<file path="config.mk">
export PLATFORM = sky130hd
export DESIGN_NAME = sdram_cmd_sequencer
export DESIGN_NICKNAME = d
export VERILOG_FILES = /design/src/rtl/sdram_cmd_sequencer.sv
export SDC_FILE = /design/constraint.sdc
export NUM_CORES = 1
export LEC_CHECK = 0
export CORE_UTILIZATION = 52
export DETAILED_ROUTE_END_ITERATION = 7
export PLACE_DENSITY = 0.88
export RECOVER_POWER = 100
export SLEW_MARGIN = 40
export SYNTH_ARGS = -nofsm -noshare
export SYNTH_HDL_FRONTEND = slang
export SYNTH_SLANG_ARGS = --single-unit
</file>
<file path="constraint.sdc">
create_clock -name clk0 -period 5.1 [get_ports clk0]
set_clock_uncertainty 0.1 [all_clocks]
set_input_delay 1.02 -clock clk0 [delete_from_list [all_inputs] [get_ports clk0]]
set_output_delay 1.02 -clock clk0 [all_outputs]
set_load 0.01 [all_outputs]
</file>
<file path="src/rtl/sdram_cmd_sequencer.sv">
// -----------------------------------------------------------------------------
// sdram_cmd_sequencer
//
// Picks one SDRAM command at a time from the microprocessor request levels and
// the refresh timer. It issues that command as a single registered one-cycle
// pulse to the SDRAM controller FSM. After each non-NOP command it waits through
// a programmable command delay. For read, write and refresh it then also waits
// through a recovery delay. Refresh ticks are counted so reads and writes can
// overtake refresh until the pending count reaches POSTPONE_MAX.
//
// Optional feature macro: SDRAM_CMD_STATS_EN (adds the statistics counters).
//
// Ports:
//   clk0, reset_n        clock (rising edge), asynchronous active-low reset
//   req_nop .. req_load_mod, refresh
//                        request levels; req_refresh is a one-cycle tick
//   cmd_dly              command delay, sampled when a command issues
//   ref_dur              recovery delay, sampled on entry to recovery
//   do_*                 one-cycle command pulses
//   rw_flag              last non-NOP command was a read
//   busy                 sequencer not idle
//   ref_pending          outstanding refresh ticks
//   ref_urgent           ref_pending >= POSTPONE_MAX
//   ref_overflow         sticky: a tick arrived while ref_pending was saturated
//   stats_clr, rd_count, wr_count, ref_count   (SDRAM_CMD_STATS_EN only)
// -----------------------------------------------------------------------------
module sdram_cmd_sequencer #(
    parameter int unsigned DLY_W        = 8,
    parameter int unsigned PEND_W       = 3,
    parameter int unsigned POSTPONE_MAX = 4,
    parameter int unsigned STAT_W       = 16
) (
    input  logic              clk0,
    input  logic              reset_n,
    input  logic              req_nop,
    input  logic              req_refresh,
    input  logic              refresh,
    input  logic              req_reada,
    input  logic              req_writea,
    input  logic              req_precharge,
    input  logic              req_load_mod,
    input  logic [DLY_W-1:0]  cmd_dly,
    input  logic [DLY_W-1:0]  ref_dur,
`ifdef SDRAM_CMD_STATS_EN
    input  logic              stats_clr,
    output logic [STAT_W-1:0] rd_count,
    output logic [STAT_W-1:0] wr_count,
    output logic [STAT_W-1:0] ref_count,
`endif
    output logic              do_nop,
    output logic              do_reada,
    output logic              do_writea,
    output logic              do_refresh,
    output logic              do_precharge,
    output logic              do_load_mod,
    output logic              rw_flag,
    output logic              busy,
    output logic [PEND_W-1:0] ref_pending,
    output logic              ref_urgent,
    output logic              ref_overflow
);

    typedef enum logic [1:0] {
        ST_IDLE     = 2'd0,
        ST_CMD_WAIT = 2'd1,
        ST_REC_WAIT = 2'd2
    } state_t;

    typedef enum logic [2:0] {
        CMD_NONE  = 3'd0,
        CMD_NOP   = 3'd1,
        CMD_READ  = 3'd2,
        CMD_WRITE = 3'd3,
        CMD_REF   = 3'd4,
        CMD_PRE   = 3'd5,
        CMD_LMR   = 3'd6
    } cmd_t;

    localparam logic [PEND_W-1:0] PEND_MAX   = {PEND_W{1'b1}};
    localparam logic [PEND_W-1:0] PEND_ONE   = PEND_W'(1'b1);
    localparam logic [PEND_W-1:0] PEND_ZERO  = {PEND_W{1'b0}};
    localparam logic [PEND_W-1:0] URGENT_LVL = PEND_W'(POSTPONE_MAX);
    localparam logic [DLY_W-1:0]  DLY_ONE    = DLY_W'(1'b1);
    localparam logic [DLY_W-1:0]  DLY_ZERO   = {DLY_W{1'b0}};

    state_t            r_state;
    logic [DLY_W-1:0]  r_cnt;
    logic              r_need_rec;   // current command is followed by recovery
    logic              r_busy;
    logic              r_rw_flag;
    logic              r_do_nop;
    logic              r_do_reada;
    logic              r_do_writea;
    logic              r_do_refresh;
    logic              r_do_precharge;
    logic              r_do_load_mod;
    logic [PEND_W-1:0] r_pend;
    logic              r_ovf;

    cmd_t              w_sel;
    logic              w_urgent;
    logic              w_issue_ref;
    logic              w_dec;

    assign w_urgent = (r_pend >= URGENT_LVL);

    // Fixed-priority arbitration among the request levels (evaluated every cycle,
    // only acted upon while idle).
    always_comb begin
        w_sel = CMD_NONE;
        if (req_load_mod) begin
            w_sel = CMD_LMR;
        end else if (req_precharge) begin
            w_sel = CMD_PRE;
        end else if (refresh || w_urgent) begin
            w_sel = CMD_REF;
        end else if (req_reada) begin
            w_sel = CMD_READ;
        end else if (req_writea) begin
            w_sel = CMD_WRITE;
        end else if (r_pend != PEND_ZERO) begin
            w_sel = CMD_REF;
        end else if (req_nop) begin
            w_sel = CMD_NOP;
        end else begin
            w_sel = CMD_NONE;
        end
    end

    // Any issued refresh retires one outstanding tick if there is one; a forced
    // refresh with nothing pending leaves the count at zero.
    assign w_issue_ref = (r_state == ST_IDLE) && (w_sel == CMD_REF);
    assign w_dec       = w_issue_ref && (r_pend != PEND_ZERO);

    // Sequencer FSM: issue pulses, then command delay and optional recovery.
    always_ff @(posedge clk0 or negedge reset_n) begin
        if (!reset_n) begin
            r_state        <= ST_IDLE;
            r_cnt          <= DLY_ZERO;
            r_need_rec     <= 1'b0;
            r_busy         <= 1'b0;
            r_rw_flag      <= 1'b0;
            r_do_nop       <= 1'b0;
            r_do_reada     <= 1'b0;
            r_do_writea    <= 1'b0;
            r_do_refresh   <= 1'b0;
            r_do_precharge <= 1'b0;
            r_do_load_mod  <= 1'b0;
        end else begin
            r_do_nop       <= 1'b0;
            r_do_reada     <= 1'b0;
            r_do_writea    <= 1'b0;
            r_do_refresh   <= 1'b0;
            r_do_precharge <= 1'b0;
            r_do_load_mod  <= 1'b0;
            case (r_state)
                ST_IDLE: begin
                    case (w_sel)
                        CMD_NOP: begin
                            r_do_nop <= 1'b1;
                        end
                        CMD_READ: begin
                            r_do_reada <= 1'b1;
                            r_rw_flag  <= 1'b1;
                            r_need_rec <= 1'b1;
                            r_cnt      <= cmd_dly;
                            r_busy     <= 1'b1;
                            r_state    <= ST_CMD_WAIT;
                        end
                        CMD_WRITE: begin
                            r_do_writea <= 1'b1;
                            r_rw_flag   <= 1'b0;
                            r_need_rec  <= 1'b1;
                            r_cnt       <= cmd_dly;
                            r_busy      <= 1'b1;
                            r_state     <= ST_CMD_WAIT;
                        end
                        CMD_REF: begin
                            r_do_refresh <= 1'b1;
                            r_rw_flag    <= 1'b0;
                            r_need_rec   <= 1'b1;
                            r_cnt        <= cmd_dly;
                            r_busy       <= 1'b1;
                            r_state      <= ST_CMD_WAIT;
                        end
                        CMD_PRE: begin
                            r_do_precharge <= 1'b1;
                            r_rw_flag      <= 1'b0;
                            r_need_rec     <= 1'b0;
                            r_cnt          <= cmd_dly;
                            r_busy         <= 1'b1;
                            r_state        <= ST_CMD_WAIT;
                        end
                        CMD_LMR: begin
                            r_do_load_mod <= 1'b1;
                            r_rw_flag     <= 1'b0;
                            r_need_rec    <= 1'b0;
                            r_cnt         <= cmd_dly;
                            r_busy        <= 1'b1;
                            r_state       <= ST_CMD_WAIT;
                        end
                        default: begin
                            r_state <= ST_IDLE;
                        end
                    endcase
                end
                ST_CMD_WAIT: begin
                    if (r_cnt == DLY_ZERO) begin
                        if (r_need_rec) begin
                            r_cnt   <= ref_dur;
                            r_state <= ST_REC_WAIT;
                        end else begin
                            r_busy  <= 1'b0;
                            r_state <= ST_IDLE;
                        end
                    end else begin
                        r_cnt <= r_cnt - DLY_ONE;
                    end
                end
                ST_REC_WAIT: begin
                    if (r_cnt == DLY_ZERO) begin
                        r_busy  <= 1'b0;
                        r_state <= ST_IDLE;
                    end else begin
                        r_cnt <= r_cnt - DLY_ONE;
                    end
                end
                default: begin
                    r_busy  <= 1'b0;
                    r_cnt   <= DLY_ZERO;
                    r_state <= ST_IDLE;
                end
            endcase
        end
    end

    // Pending-refresh counter (saturating) and sticky overflow flag.
    always_ff @(posedge clk0 or negedge reset_n) begin
        if (!reset_n) begin
            r_pend <= PEND_ZERO;
            r_ovf  <= 1'b0;
        end else begin
            if (req_refresh && !w_dec) begin
                if (r_pend != PEND_MAX) begin
                    r_pend <= r_pend + PEND_ONE;
                end else begin
                    r_pend <= r_pend;
                end
            end else if (!req_refresh && w_dec) begin
                r_pend <= r_pend - PEND_ONE;
            end else begin
                r_pend <= r_pend;
            end
            if (req_refresh && (r_pend == PEND_MAX)) begin
                r_ovf <= 1'b1;
            end else begin
                r_ovf <= r_ovf;
            end
        end
    end

`ifdef SDRAM_CMD_STATS_EN
    localparam logic [STAT_W-1:0] STAT_ONE  = STAT_W'(1'b1);
    localparam logic [STAT_W-1:0] STAT_ZERO = {STAT_W{1'b0}};

    logic [STAT_W-1:0] r_rd_count;
    logic [STAT_W-1:0] r_wr_count;
    logic [STAT_W-1:0] r_ref_count;

    // Statistics: count issued pulses; a clear beats a same-cycle increment.
    always_ff @(posedge clk0 or negedge reset_n) begin
        if (!reset_n) begin
            r_rd_count  <= STAT_ZERO;
            r_wr_count  <= STAT_ZERO;
            r_ref_count <= STAT_ZERO;
        end else if (stats_clr) begin
            r_rd_count  <= STAT_ZERO;
            r_wr_count  <= STAT_ZERO;
            r_ref_count <= STAT_ZERO;
        end else begin
            r_rd_count  <= r_rd_count  + (r_do_reada   ? STAT_ONE : STAT_ZERO);
            r_wr_count  <= r_wr_count  + (r_do_writea  ? STAT_ONE : STAT_ZERO);
            r_ref_count <= r_ref_count + (r_do_refresh ? STAT_ONE : STAT_ZERO);
        end
    end

    assign rd_count  = r_rd_count;
    assign wr_count  = r_wr_count;
    assign ref_count = r_ref_count;
`endif

    assign do_nop       = r_do_nop;
    assign do_reada     = r_do_reada;
    assign do_writea    = r_do_writea;
    assign do_refresh   = r_do_refresh;
    assign do_precharge = r_do_precharge;
    assign do_load_mod  = r_do_load_mod;
    assign rw_flag      = r_rw_flag;
    assign busy         = r_busy;
    assign ref_pending  = r_pend;
    assign ref_urgent   = w_urgent;
    assign ref_overflow = r_ovf;

endmodule

</file>
**Word-level counts from Yosys, hierarchy flattened**

Index checks and enable logic that the tools add are counted.

- Logic and storage cells: 98
- Output and inout port bits: 13
- Input bits: 25
- Register bits: 23

- Reductions and logical operators: 24
- Mux-type cells: 39
- Equal/unequal tests: 18
- Add/sub/neg operators: 3
- $lt $le $gt $ge: 1

Operators with widths:

| cell | count |
|---|---|
| $mux 8 | 4 |
| $mux 3 | 9 |
| $pmux 8 s3 | 1 |
| $mux 1 | 17 |
| $eq 3x3->1 const B | 4 |
| $ne 2x2->1 const B | 6 |
| $logic_not 8->1 | 1 |
| $sub 8x1->8 const B | 1 |
| $eq 3x2->1 const B | 2 |
| $mux 2 | 3 |
| $ne 3x3->1 const B | 2 |
| $pmux 2 s3 | 1 |
| $reduce_and 2->1 | 3 |
| $reduce_and 3->1 | 2 |
| $reduce_bool 2->1 | 3 |
| $logic_and 1x1->1 | 5 |
| $reduce_or 5->1 | 1 |
| $pmux 1 s2 | 2 |
| $pmux 2 s2 | 1 |
| $reduce_and 4->1 | 1 |
| $reduce_or 4->1 | 1 |
| $add 3x1->3 const B | 1 |
| $eq 3x1->1 const B | 1 |
| $ge 3x3->1 const B | 1 |
| other kinds (11) | 12 |

**Logic depth before layout (Yosys ltp)**

- Depth after elaboration: 14
- Mapped depth: 9
- Depth with buffers taken out: 8

**Least setup slack after synthesis**

No wires, ideal clock.

- Path kind: in2reg
- From: in refresh
- To: reg r_pend[2] (netlist: ref_pending[2])
- Stages: 8
- Slack: 1.933 ns
- Path buffers: 1
- Data arrival time: 2.997 ns
- Required time: 4.930 ns
- Setup time: 0.070 ns
- Cells stage by stage: or3_1 -> clkbuf_1 -> o2111ai_1 -> nand2_1 -> fa_1 -> or3_1 -> a21oi_1 -> nand3b_1

- Word-level cells in the longest chain between the ends: 11
- Elaborated cells between the ends (all ways): 14
- Classes of those cells: eq/ne (2); mux (4); reduce/logical (8)

RTL lines:

| item | line | text |
|---|---|---|
| start: declaration | 37 | `input logic refresh,` |
| $logic_or 1x1->1 (*) | 115 | `end else if (refresh \|\| w_urgent) begin` |
| $mux 3 (*) | 115 |  |
| $mux 3 (*) | 113 | `end else if (req_precharge) begin` |
| $mux 3 (*) | 111 | `if (req_load_mod) begin` |
| $eq 3x3->1 (*) | 132 | `assign w_issue_ref = (r_state == ST_IDLE) && (w_sel == CMD_REF);` |
| $logic_and 1x1->1 (*) | 132 |  |
| $logic_and 1x1->1 (*) | 133 | `assign w_dec = w_issue_ref && (r_pend != PEND_ZERO);` |
| $logic_not 1->1 | 243 | `if (req_refresh && !w_dec) begin` |
| $logic_and 1x1->1 | 243 |  |
| $ne 2x1->1 (no source line) / $reduce_bool 2->1 (equally long branches) | - |  |
| $reduce_and 2->1 (no source line) | - |  |
| end signal: assignment | 245 | `r_pend <= r_pend + PEND_ONE;` |
| end signal: assignment | 247 | `r_pend <= r_pend;` |
| end signal: assignment | 250 | `r_pend <= r_pend - PEND_ONE;` |
| end: declaration | 97 | `logic [PEND_W-1:0] r_pend;` |

Every way passes the cells marked *; elsewhere a longest branch is shown, timed or not.
A chain may end at the register's enable or synchronous reset.

**Worst setup path after layout**

Ends and elaborated chain as after synthesis.

==> results.py <==
metrics = {
    "outcome": {
        "status": "completed",
    },
    "route": {
        "drc": 0,
        "routed.top_layer": "met4",
        "finalWirelength_um": 3676,
        "routedWlPerCell_um": 15.84,
        "wl_met1_um": 1532,
        "wl_met2_um": 1885,
        "dr.pass1.iters": 4,
        "drtAntennaViolNets": 0,
        "vias": 1442,
        "met3WireLength_um": 197,
        "viasPerCell": 6.216,
        "drt-initial-drc-count": 46,
    },
    "power_and_ir_drop": {
        "powerDensity_nw_per_um2": 477.5,
        "p_switching_uw": 394.8,
        "combinationalPowerShare_pct": 48.6,
        "peakVddDrop_mv": 0.3867,
        "pwr-share-seq_pct": 41.1,
        "p_sw_share_pct": 44.71,
        "internal_power_uw": 488.2,
        "p_clk_share_pct": 10.3,
        "leakagePower_uw": 0.0007644,
    },
    "synthesis": {
        "async_reset_ff_share_pct": 100.0,
        "yosys-top-cells-count": "23 x dfrtp_1, 16 x o21ai_1, 15 x nand2_1, 15 x nor2_1, 9 x clkbuf_1",
        "syn_inst": 174,
        "synth_nets": 201,
        "ys_ff_latch": 23,
        "ys_seq_area_share_pct": 38.59,
        "netlist_top_cells_area": "dfrtp_1 39%, o21ai_1 5.4%, nand2_1 3.8%, nor2_1 3.8%, a211oi_1 3.0%",
        "synth.most_common_cell": "dfrtp_1",
        "avgSynthCellArea_sq_um": 8.571,
        "synthFlopType": "dfrtp_1",
        "yosys.cell_types.count": 48,
        "post-synth-top-area-fraction_pct": 38.59,
        "synth_edf_count": 0,
        "netlist_area_sq_um": 1491,
        "synth_area_leader_cell": "dfrtp_1",
        "yosys_warnings": 0,
    },
    "timing": {
        "hold_violations": 0,
        "max_slew_margin_pct": 17.79,
        "setup_viol": 0,
        "fin_tns_setup_ns": 0,
        "fin_crit_ns": 3.582,
        "worst_pin_slew_ns": 1.233,
        "max_freq_mhz": 279.2,
        "drv_slew": 0,
        "period_share_pct": 70.24,
        "rsz0062_at_grt": "false",
    },
    "clock_tree": {
        "cts-resized-gates": 0,
        "cts_htree_levels": 1,
        "cts_buffer_depth": 2,
        "cts-buffers-inserted": 3,
        "cts_tree": "done",
        "clk_pin_slew_worst_paths_ns": 0.14,
        "holdBufCountCts": 0,
        "clk_latency_ns": 0.32,
        "root_buffer": "clkbuf_4",
        "clkSinkCount": 23,
        "postCtsSetupRepairBufs": 0,
    },
    "worst_setup_path": {
        "cp_max_fo": 8,
        "slowest_delay_ns": 0.56,
        "crit_path_start_kind": "input pin",
        "cp_data_required_time_ns": 5.27,
        "crit_type": "input pin to flop",
        "critPathSlowestCell": "o2111ai_1",
        "cpMostUsedCell": "or3_1",
        "worst_setup_path_end_kind": "flop",
        "crit_chain": "dlygate4sd3_1 > or3_1 > o2111ai_1 > nand2_1 > fa_1 > or3_1 > a21oi_1 > nand3b_1",
        "critical_path_arrival_ns": 3.76,
    },
    "floorplan": {
        "io_pins": 38,
        "initial_core_util_pct": 54.55,
        "dieWidth_um": 55.56,
        "die-area_sq_um": 3086,
        "core_sq_um": 2734,
        "rows": 19,
        "chipHeight_um": 55.56,
    },
    "worst_hold_path": {
        "hp-class": "flop to flop",
    },
    "place": {
        "gp_congestion": 0.8055,
        "placedInstanceArea_sq_um": 1831,
        "hpwl_um": 2659,
        "port_buffers": 37,
    },
    "global_routing": {
        "grt_pass1_wl_um": 6058,
        "grt-ovfl-total": 0,
        "grt_start_max_net_pins": 24,
        "grt_pass1_vias": 1369,
        "grt_usage_pct": 24.66,
        "antenna_found_initial": 0,
    },
    "layout": {
        "final_layout_size_suffix_gt1_share_pct": 4.478,
        "syn2layout_area_growth_pct": 23.99,
        "nets": 229,
        "diodes": 0,
        "final_area_sq_um": 1849,
    },
    "job": {
        "cap_violations": 0,
    },
}
[logic make-up (layout without fill, tap and decap cells)]
kind of cell | after synthesis | count (layout) | share of synthesized area (%)
mux | 5 | 5 | 3.523
simple gates | 68 | 68 | 24.92
buf+inv | 22 | 49 | 6.376
xor+xnor | 3 | 3 | 1.762
compound gates | 51 | 51 | 22.65
fa+ha+maj | 2 | 2 | 2.181
flops | 23 | 23 | 38.59
[per-layer routing]
| layer | up-vias | GRT usage [%] |
|---|---|---|
| met5 | - | 0 |
| met1 | 703 | 31.07 |
| met4 | 0 | 8.571 |
| met2 | 43 | 42.69 |
| met3 | 6 | 4.215 |
| li1 | 690 | - |
[layout by cell type, fill, tap and decap left out, drive strengths merged, types with 4 or more instances in the layout]
master,n
dfrtp,23
o21ai,20
clkdlybuf4s50,19
dlygate4sd3,17
nor2,16
nand2,15
inv,7
nor3,7
a211oi,6
a21oi,6
nand3,6
or4,5
a221oi,4
or3,4
clkbuf,4
[cell type report]
class	instances	area (sq um)
multi-input cells	129	813.3
clock buffers	3	22.52
inverters	8	30.03
well taps	31	38.79
flip-flops and latches	23	575.6
clock inverters	1	5.005
repair buffers	37	364.1
fillers	225	884.6
[worst max-delay path: cells and delay by family]
kind / cells / cell delay, ns
adder cells (fa/ha/maj): 1 / 0.44
AND/OR/NAND/NOR: 4 / 1.06
buffers and inverters: 1 / 0.55
AO/OA/AOI/OAI: 2 / 0.68
[flip-flops by register name, summed over array words and instances (netlist names)]
| register | count |
|---|---|
| r_need_rec | 1 |
| rw_flag | 1 |
| do_writea | 1 |
| do_refresh | 1 |
| do_reada | 1 |
| ref_overflow | 1 |
| do_nop | 1 |
| do_precharge | 1 |
| r_state | 2 |
| do_load_mod | 1 |
| ref_pending | 3 |
| busy | 1 |
| r_cnt | 8 |
[power by group through the flow]
stage          clock (uW)  combinational, uW  sequential [uW]
6_report             90.7                430              363
5_1_grt              96.1                475              377
4_1_cts              90.4                449              361
3_5_place_dp            0                446              364
3_3_place_gp            0                426              356
2_1_floorplan           0                352              313
[worst paths after layout]
kind                                          startpoint                         end  slack (ns)  depth (start not counted)
worst max register to register      r_cnt[0]$_DFFE_PN0P_        r_cnt[0]$_DFFE_PN0P_        2.03                          7
worst min-delay path            ref_overflow$_DFFE_PN0P_    ref_overflow$_DFFE_PN0P_        0.39                          1
max in group asynchronous                        reset_n       do_load_mod$_DFF_PN0_        3.36                          1
worst min register to register  ref_overflow$_DFFE_PN0P_    ref_overflow$_DFFE_PN0P_        0.39                          1
min in group asynchronous                        reset_n        r_cnt[0]$_DFFE_PN0P_        0.82                          1
worst max-delay path                             refresh  ref_pending[2]$_DFFE_PN0P_        1.52                          8
[stage by stage]
step	worst slack [ns]	cells	util [%]	hold slack, ns	total power (uW)
after floorplan	1.933	174	-	0.3929	664.8
after global placement	1.464	228	67.14	0.3512	782.0
after detailed placement	1.320	228	66.96	0.3569	810.6
after CTS	1.663	232	67.96	0.3964	900.5
after global routing	1.386	232	67.64	0.4242	947.6
final	1.518	232	67.64	0.3854	883.0
Note: power is estimated with default switching activity, not from simulation.
